==> src/rtl/hazard_sched.sv <==
// rtl/hazard_sched.sv - decode-stage interlock: RAW scoreboard stall, redirect squash, halt drain
module hazard_sched #(
    parameter int DEPTH     = 3,
    parameter bit WB_BYPASS = 1'b0
) (
    input  logic       clk,
    input  logic       rst,
    input  logic       id_valid,
    input  logic [2:0] id_rs,
    input  logic       id_rs_used,
    input  logic [2:0] id_rt,
    input  logic       id_rt_used,
    input  logic       id_wr_en,
    input  logic [2:0] id_wr_dst,
    input  logic       id_halt,
    input  logic       ex_redirect,
    output logic       pc_stall,
    output logic       ifid_stall,
    output logic       idex_bubble,
    output logic       ifid_flush,
    output logic       halted,
    output logic [1:0] state
);

    localparam int NCMP = WB_BYPASS ? DEPTH - 1 : DEPTH;
    localparam int CW   = $clog2(DEPTH + 1);

    typedef enum logic [1:0] {
        ST_RUN    = 2'b00,
        ST_DRAIN  = 2'b01,
        ST_HALTED = 2'b10
    } state_t;

    state_t                  state_q, state_d;
    logic [CW-1:0]           drain_cnt_q, drain_cnt_d;
    logic [DEPTH-1:0]        sb_valid_q, sb_valid_d;
    logic [DEPTH-1:0][2:0]   sb_dst_q, sb_dst_d;

    logic raw_hit;
    logic in_run;
    logic stall;
    logic pc_stall_c, ifid_stall_c, idex_bubble_c, ifid_flush_c, halted_c;

    // Entry 0 is EX; the WB entry is skipped when the register file writes before it reads.
    always_comb begin
        raw_hit = 1'b0;
        for (int i = 0; i < NCMP; i++) begin
            if (sb_valid_q[i] &&
                ((id_rs_used && (sb_dst_q[i] == id_rs)) ||
                 (id_rt_used && (sb_dst_q[i] == id_rt)))) begin
                raw_hit = 1'b1;
            end
        end
        raw_hit = raw_hit & id_valid;
    end

    assign in_run = (state_q == ST_RUN);
    assign stall  = raw_hit & ~ex_redirect & in_run;

    always_comb begin
        sb_valid_d = sb_valid_q;
        sb_dst_d   = sb_dst_q;
        if (state_q != ST_HALTED) begin
            for (int i = 1; i < DEPTH; i++) begin
                sb_valid_d[i] = sb_valid_q[i-1];
                sb_dst_d[i]   = sb_dst_q[i-1];
            end
            sb_valid_d[0] = id_valid & id_wr_en & ~stall & ~ex_redirect & in_run;
            sb_dst_d[0]   = id_wr_dst;
        end
    end

    always_comb begin
        state_d       = state_q;
        drain_cnt_d   = drain_cnt_q;
        pc_stall_c    = 1'b0;
        ifid_stall_c  = 1'b0;
        idex_bubble_c = 1'b0;
        ifid_flush_c  = 1'b0;
        halted_c      = 1'b0;
        case (state_q)
            ST_RUN: begin
                if (ex_redirect) begin
                    ifid_flush_c  = 1'b1;
                    idex_bubble_c = 1'b1;
                end else if (raw_hit) begin
                    pc_stall_c    = 1'b1;
                    ifid_stall_c  = 1'b1;
                    idex_bubble_c = 1'b1;
                end else if (id_valid && id_halt) begin
                    state_d     = ST_DRAIN;
                    drain_cnt_d = CW'(DEPTH);
                end
            end
            ST_DRAIN: begin
                if (ex_redirect) begin
                    // An older branch resolved taken, so the HALT was on the wrong path.
                    ifid_flush_c  = 1'b1;
                    idex_bubble_c = 1'b1;
                    state_d       = ST_RUN;
                    drain_cnt_d   = '0;
                end else begin
                    pc_stall_c    = 1'b1;
                    ifid_stall_c  = 1'b1;
                    idex_bubble_c = 1'b1;
                    drain_cnt_d   = drain_cnt_q - CW'(1);
                    if (drain_cnt_q == CW'(1)) begin
                        state_d = ST_HALTED;
                    end
                end
            end
            ST_HALTED: begin
                pc_stall_c    = 1'b1;
                ifid_stall_c  = 1'b1;
                idex_bubble_c = 1'b1;
                halted_c      = 1'b1;
            end
            default: begin
                state_d     = ST_RUN;
                drain_cnt_d = '0;
            end
        endcase
    end

    always_ff @(posedge clk or negedge rst) begin
        if (!rst) begin
            state_q     <= ST_RUN;
            drain_cnt_q <= '0;
            sb_valid_q  <= '0;
            sb_dst_q    <= '0;
        end else begin
            state_q     <= state_d;
            drain_cnt_q <= drain_cnt_d;
            sb_valid_q  <= sb_valid_d;
            sb_dst_q    <= sb_dst_d;
        end
    end

    // Gating with rst keeps the handshake quiet during reset even if ex_redirect is asserted.
    assign pc_stall    = rst & pc_stall_c;
    assign ifid_stall  = rst & ifid_stall_c;
    assign idex_bubble = rst & idex_bubble_c;
    assign ifid_flush  = rst & ifid_flush_c;
    assign halted      = rst & halted_c;
    assign state       = state_q;

endmodule

==> config.mk <==
export PLATFORM = sky130hd
export DESIGN_NAME = hazard_sched
export DESIGN_NICKNAME = d
export VERILOG_FILES = /design/src/rtl/hazard_sched.sv
export SDC_FILE = /design/constraint.sdc
export NUM_CORES = 1
export LEC_CHECK = 0
export BUFFER_PORTS_ARGS = -buffer_cell sky130_fd_sc_hd__buf_2
export CAP_MARGIN = 30
export CORE_ASPECT_RATIO = 0.8
export CORE_MARGIN = 1
export CORE_UTILIZATION = 25
export CTS_BUF_LIST = sky130_fd_sc_hd__clkbuf_16
export DETAILED_ROUTE_END_ITERATION = 8
export PLACE_DENSITY = 0.44
export SYNTH_ARGS = -nofsm -noshare
export SYNTH_HDL_FRONTEND = slang
export SYNTH_SLANG_ARGS = --single-unit
export TNS_END_PERCENT = 30
==> constraint.sdc <==
create_clock -name clk -period 6.45 [get_ports clk]
set_input_delay 1.29 -clock clk [delete_from_list [all_inputs] [get_ports clk]]
set_output_delay 1.29 -clock clk [all_outputs]
set_load 0.02 [all_outputs]
==> impl_metrics.csv <==
group,metric,value,unit
status,status,"completed",
place,portBuffers,23,
setup_path,crit_required,5.16,ns
final_layout,diodes,0,
setup_path,end_kind,"primary output",
grt,grt_use_total,10.6,%
power,pwr_density_cell,388,nW/um^2
die,initial_core_util,26.9,%
timing,max_freq,0.258,GHz
die,core,3900,um^2
timing,worst_pin_slew,0.687,ns
timing,slew_viol_final,0,
clock_tree,postCtsResizedCells,0,
final_layout,area_growth,23.2,%
power,p_leak,0.549,nW
die,io_pins,24,
clock_tree,clockRootBuffer,"clkbuf_16",
timing,final.setup.worst_slack,2.57,ns
detailed_routing,postRouteAntennaNets,0,
final_layout,final_cell_mix,"buf_2, xnor2_1, dfrtp_1, mux2_2",
timing,hold_slack,0.521,ns
synth,synth_cell_types,31,
clock_tree,h-tree-depth,1,
detailed_routing,dr.pass1.iters,4,
setup_path,path_class,"primary input to primary output",
final_layout,finalInstanceArea,1290,um^2
die,num_rows,20,
place,place_ws,2.58,ns
setup_path,timing.critical_path.buf_inv,2,
clock_tree,clockBufferDepth,2,
setup_path,crit_chain,"buf_2 > xnor2_1 > nand4_1 > a21oi_1 > nor3_4 > a221oi_1 > buf_2",
final_layout,layout.nets,143,
timing,setup_violations,0,
min_path,hold_class,"register to register",
timing,fin_crit_sh,60.1,%
setup_path,crit_slowest_cell,"a221oi_1",
detailed_routing,drc,0,
final_layout,mostFrequentLayoutCell,"buf_2",
synth,synth_nets,119,
synth,syn-instance-count,97,
timing,min_period,3.88,ns
synth,avgSynthCellArea,10.8,um^2
place,dpl_cell_area,1210,um^2
timing,final-hold-violation-count,0,
die,die_y,60.0,um
final_layout,final_util,33.1,%
clock_tree,path_clk_slew,0.05,ns
job,max_cap_viol_count,0,
die,die_w,74.5,um
grt,grt_first_pass_wirelength,3470,um
detailed_routing,detail_route.wl_per_cell,12.1,um
place,gp_congestion,0.731,
place,dp_hpwl,1650,um
clock_tree,cts_tree,"built",
clock_tree,clkLatencyLatePin,0.24,ns
setup_path,cp.arrival,2.59,ns
grt,overflow,0,
detailed_routing,wl,2110,um
synth,syn-cell-area,1050,um^2
die,die-area,4460,um^2
timing,rsz0062_at_grt,"false",
detailed_routing,drt_iter0_drc,19,
setup_path,critPathLaunchType,"primary input",
clock_tree,cts_buffers,3,
synth,ys_warn_count,0,
setup_path,cp_top_family,"compound AO/OA/AOI/OAI gates",
power,vdd_ir_drop_max,0.000123,V
clock_tree,clock_sinks,16,
clock_tree,cts_setup_buffers,0,
final_layout,drive_gt1_share,37.5,%
synth,yosysSeqAreaShare,38.1,%
timing,slew-limit-headroom,54.2,%
setup_path,cpMostUsedCell,"buf_2",
timing,skew,0.00252,ns
clock_tree,postCtsHoldBufs,0,
setup_path,cp_max_fo,8,
timing,tns,0,ns
detailed_routing,num_vias,787,
detailed_routing,routed_via_density,4.50,
synth,ys_seq_elements,16,
grt,grt_pass1_vias,763,
setup_path,max_stage_delay,0.30,ns
final_layout,fill_cells,424,
grt,grt_max_degree,20,
grt,antenna_found_initial,0,
sequential cells by signal (all words and copies together), names as in the netlist:
register,count
sb_valid_q,3
state,2
sb_dst_q,9
drain_cnt_q,2
cells by family after synthesis:
| kind of cell | share of synthesized area [%] |
|---|---|
| muxes | 14.3 |
| AOI/OAI and AO/OA | 8.94 |
| xor gates and xnor gates | 15.0 |
| and+or+nand+nor | 14.1 |
| buffers and inverters | 3.58 |
| DFF | 38.1 |
| adders and majority gates | 5.96 |
cell usage after synthesis:
master / number / area [um^2]
a21oi_1: 5 / 25.0
a21oi_2: 2 / 17.5
a221oi_1: 1 / 8.76
a32o_1: 1 / 10.0
and2_1: 1 / 6.26
and2_2: 1 / 7.51
and3_1: 1 / 6.26
and3_2: 1 / 7.51
buf_1: 1 / 3.75
buf_4: 1 / 7.51
clkbuf_1: 2 / 7.51
dfrtp_1: 16 / 400
ha_1: 5 / 62.6
inv_1: 5 / 18.8
mux2_1: 1 / 11.3
mux2_2: 11 / 124
mux2_4: 1 / 15.0
nand2_1: 1 / 3.75
nand2b_1: 2 / 12.5
nand3_1: 3 / 15.0
nand3b_1: 1 / 7.51
nand4_1: 5 / 31.3
nand4_2: 1 / 12.5
nor2_1: 3 / 11.3
nor3_1: 2 / 10.0
nor3_4: 1 / 16.3
o211ai_1: 1 / 7.51
o211ai_2: 1 / 12.5
o21ai_0: 1 / 5.00
o21bai_1: 1 / 7.51
xnor2_1: 18 / 158
report_power, final:
group	switching (mW)	internal [mW]	total (mW)
Combinational	0.105	0.109	0.213
Clock	0.0389	0.0823	0.121
Sequential	0.0347	0.133	0.168
Total	0.178	0.324	0.502
area by class of cell:
| type | count | area (um^2) | share of cell area, % |
|---|---|---|---|
| multi-input combinational | 72 | 612 | 47.3 |
| timing repair buffer | 23 | 115 | 8.90 |
| clock buffer | 3 | 75.1 | 5.80 |
| tap | 55 | 68.8 | 5.32 |
| clock inverter | 1 | 3.75 | 0.290 |
| sequential | 16 | 400 | 30.9 |
| inverter | 5 | 18.8 | 1.45 |
through the flow:
| stage | instances | power (mW) |
|---|---|---|
| floorplan | 97 | 0.332 |
| global placement | 171 | 0.382 |
| detailed placement | 171 | 0.385 |
| CTS | 175 | 0.510 |
| global route | 175 | 0.540 |
| finish | 175 | 0.502 |
path summary, 6_finish.rpt:
path,startpoint,to,slack (ns),cells after the start
min,sb_valid_q[2]$_DFFE_PN0N_,sb_valid_q[2]$_DFFE_PN0N_,0.52,1
max reg2reg,state[0]$_DFFE_PN0P_,drain_cnt_q[0]$_DFFE_PN0P_,4.41,5
min reg2reg,sb_valid_q[2]$_DFFE_PN0N_,sb_valid_q[2]$_DFFE_PN0N_,0.52,1
max,id_rt[2],pc_stall,2.57,7
max in group asynchronous,rst,state[0]$_DFFE_PN0P_,5.18,1
min in group asynchronous,rst,sb_dst_q[1]$_DFFE_PN0N_,0.97,1
metal layers:
layer | vias to the layer above | routed length [um] | GRT usage, %
li1 | 387 | - | -
met4 | 0 | 16 | 3.50
met2 | 14 | 991 | 16.2
met5 | - | 0 | 0
met3 | 2 | 95 | 3.54
met1 | 384 | 1010 | 14.0
Power figures use the tool's default switching activity.
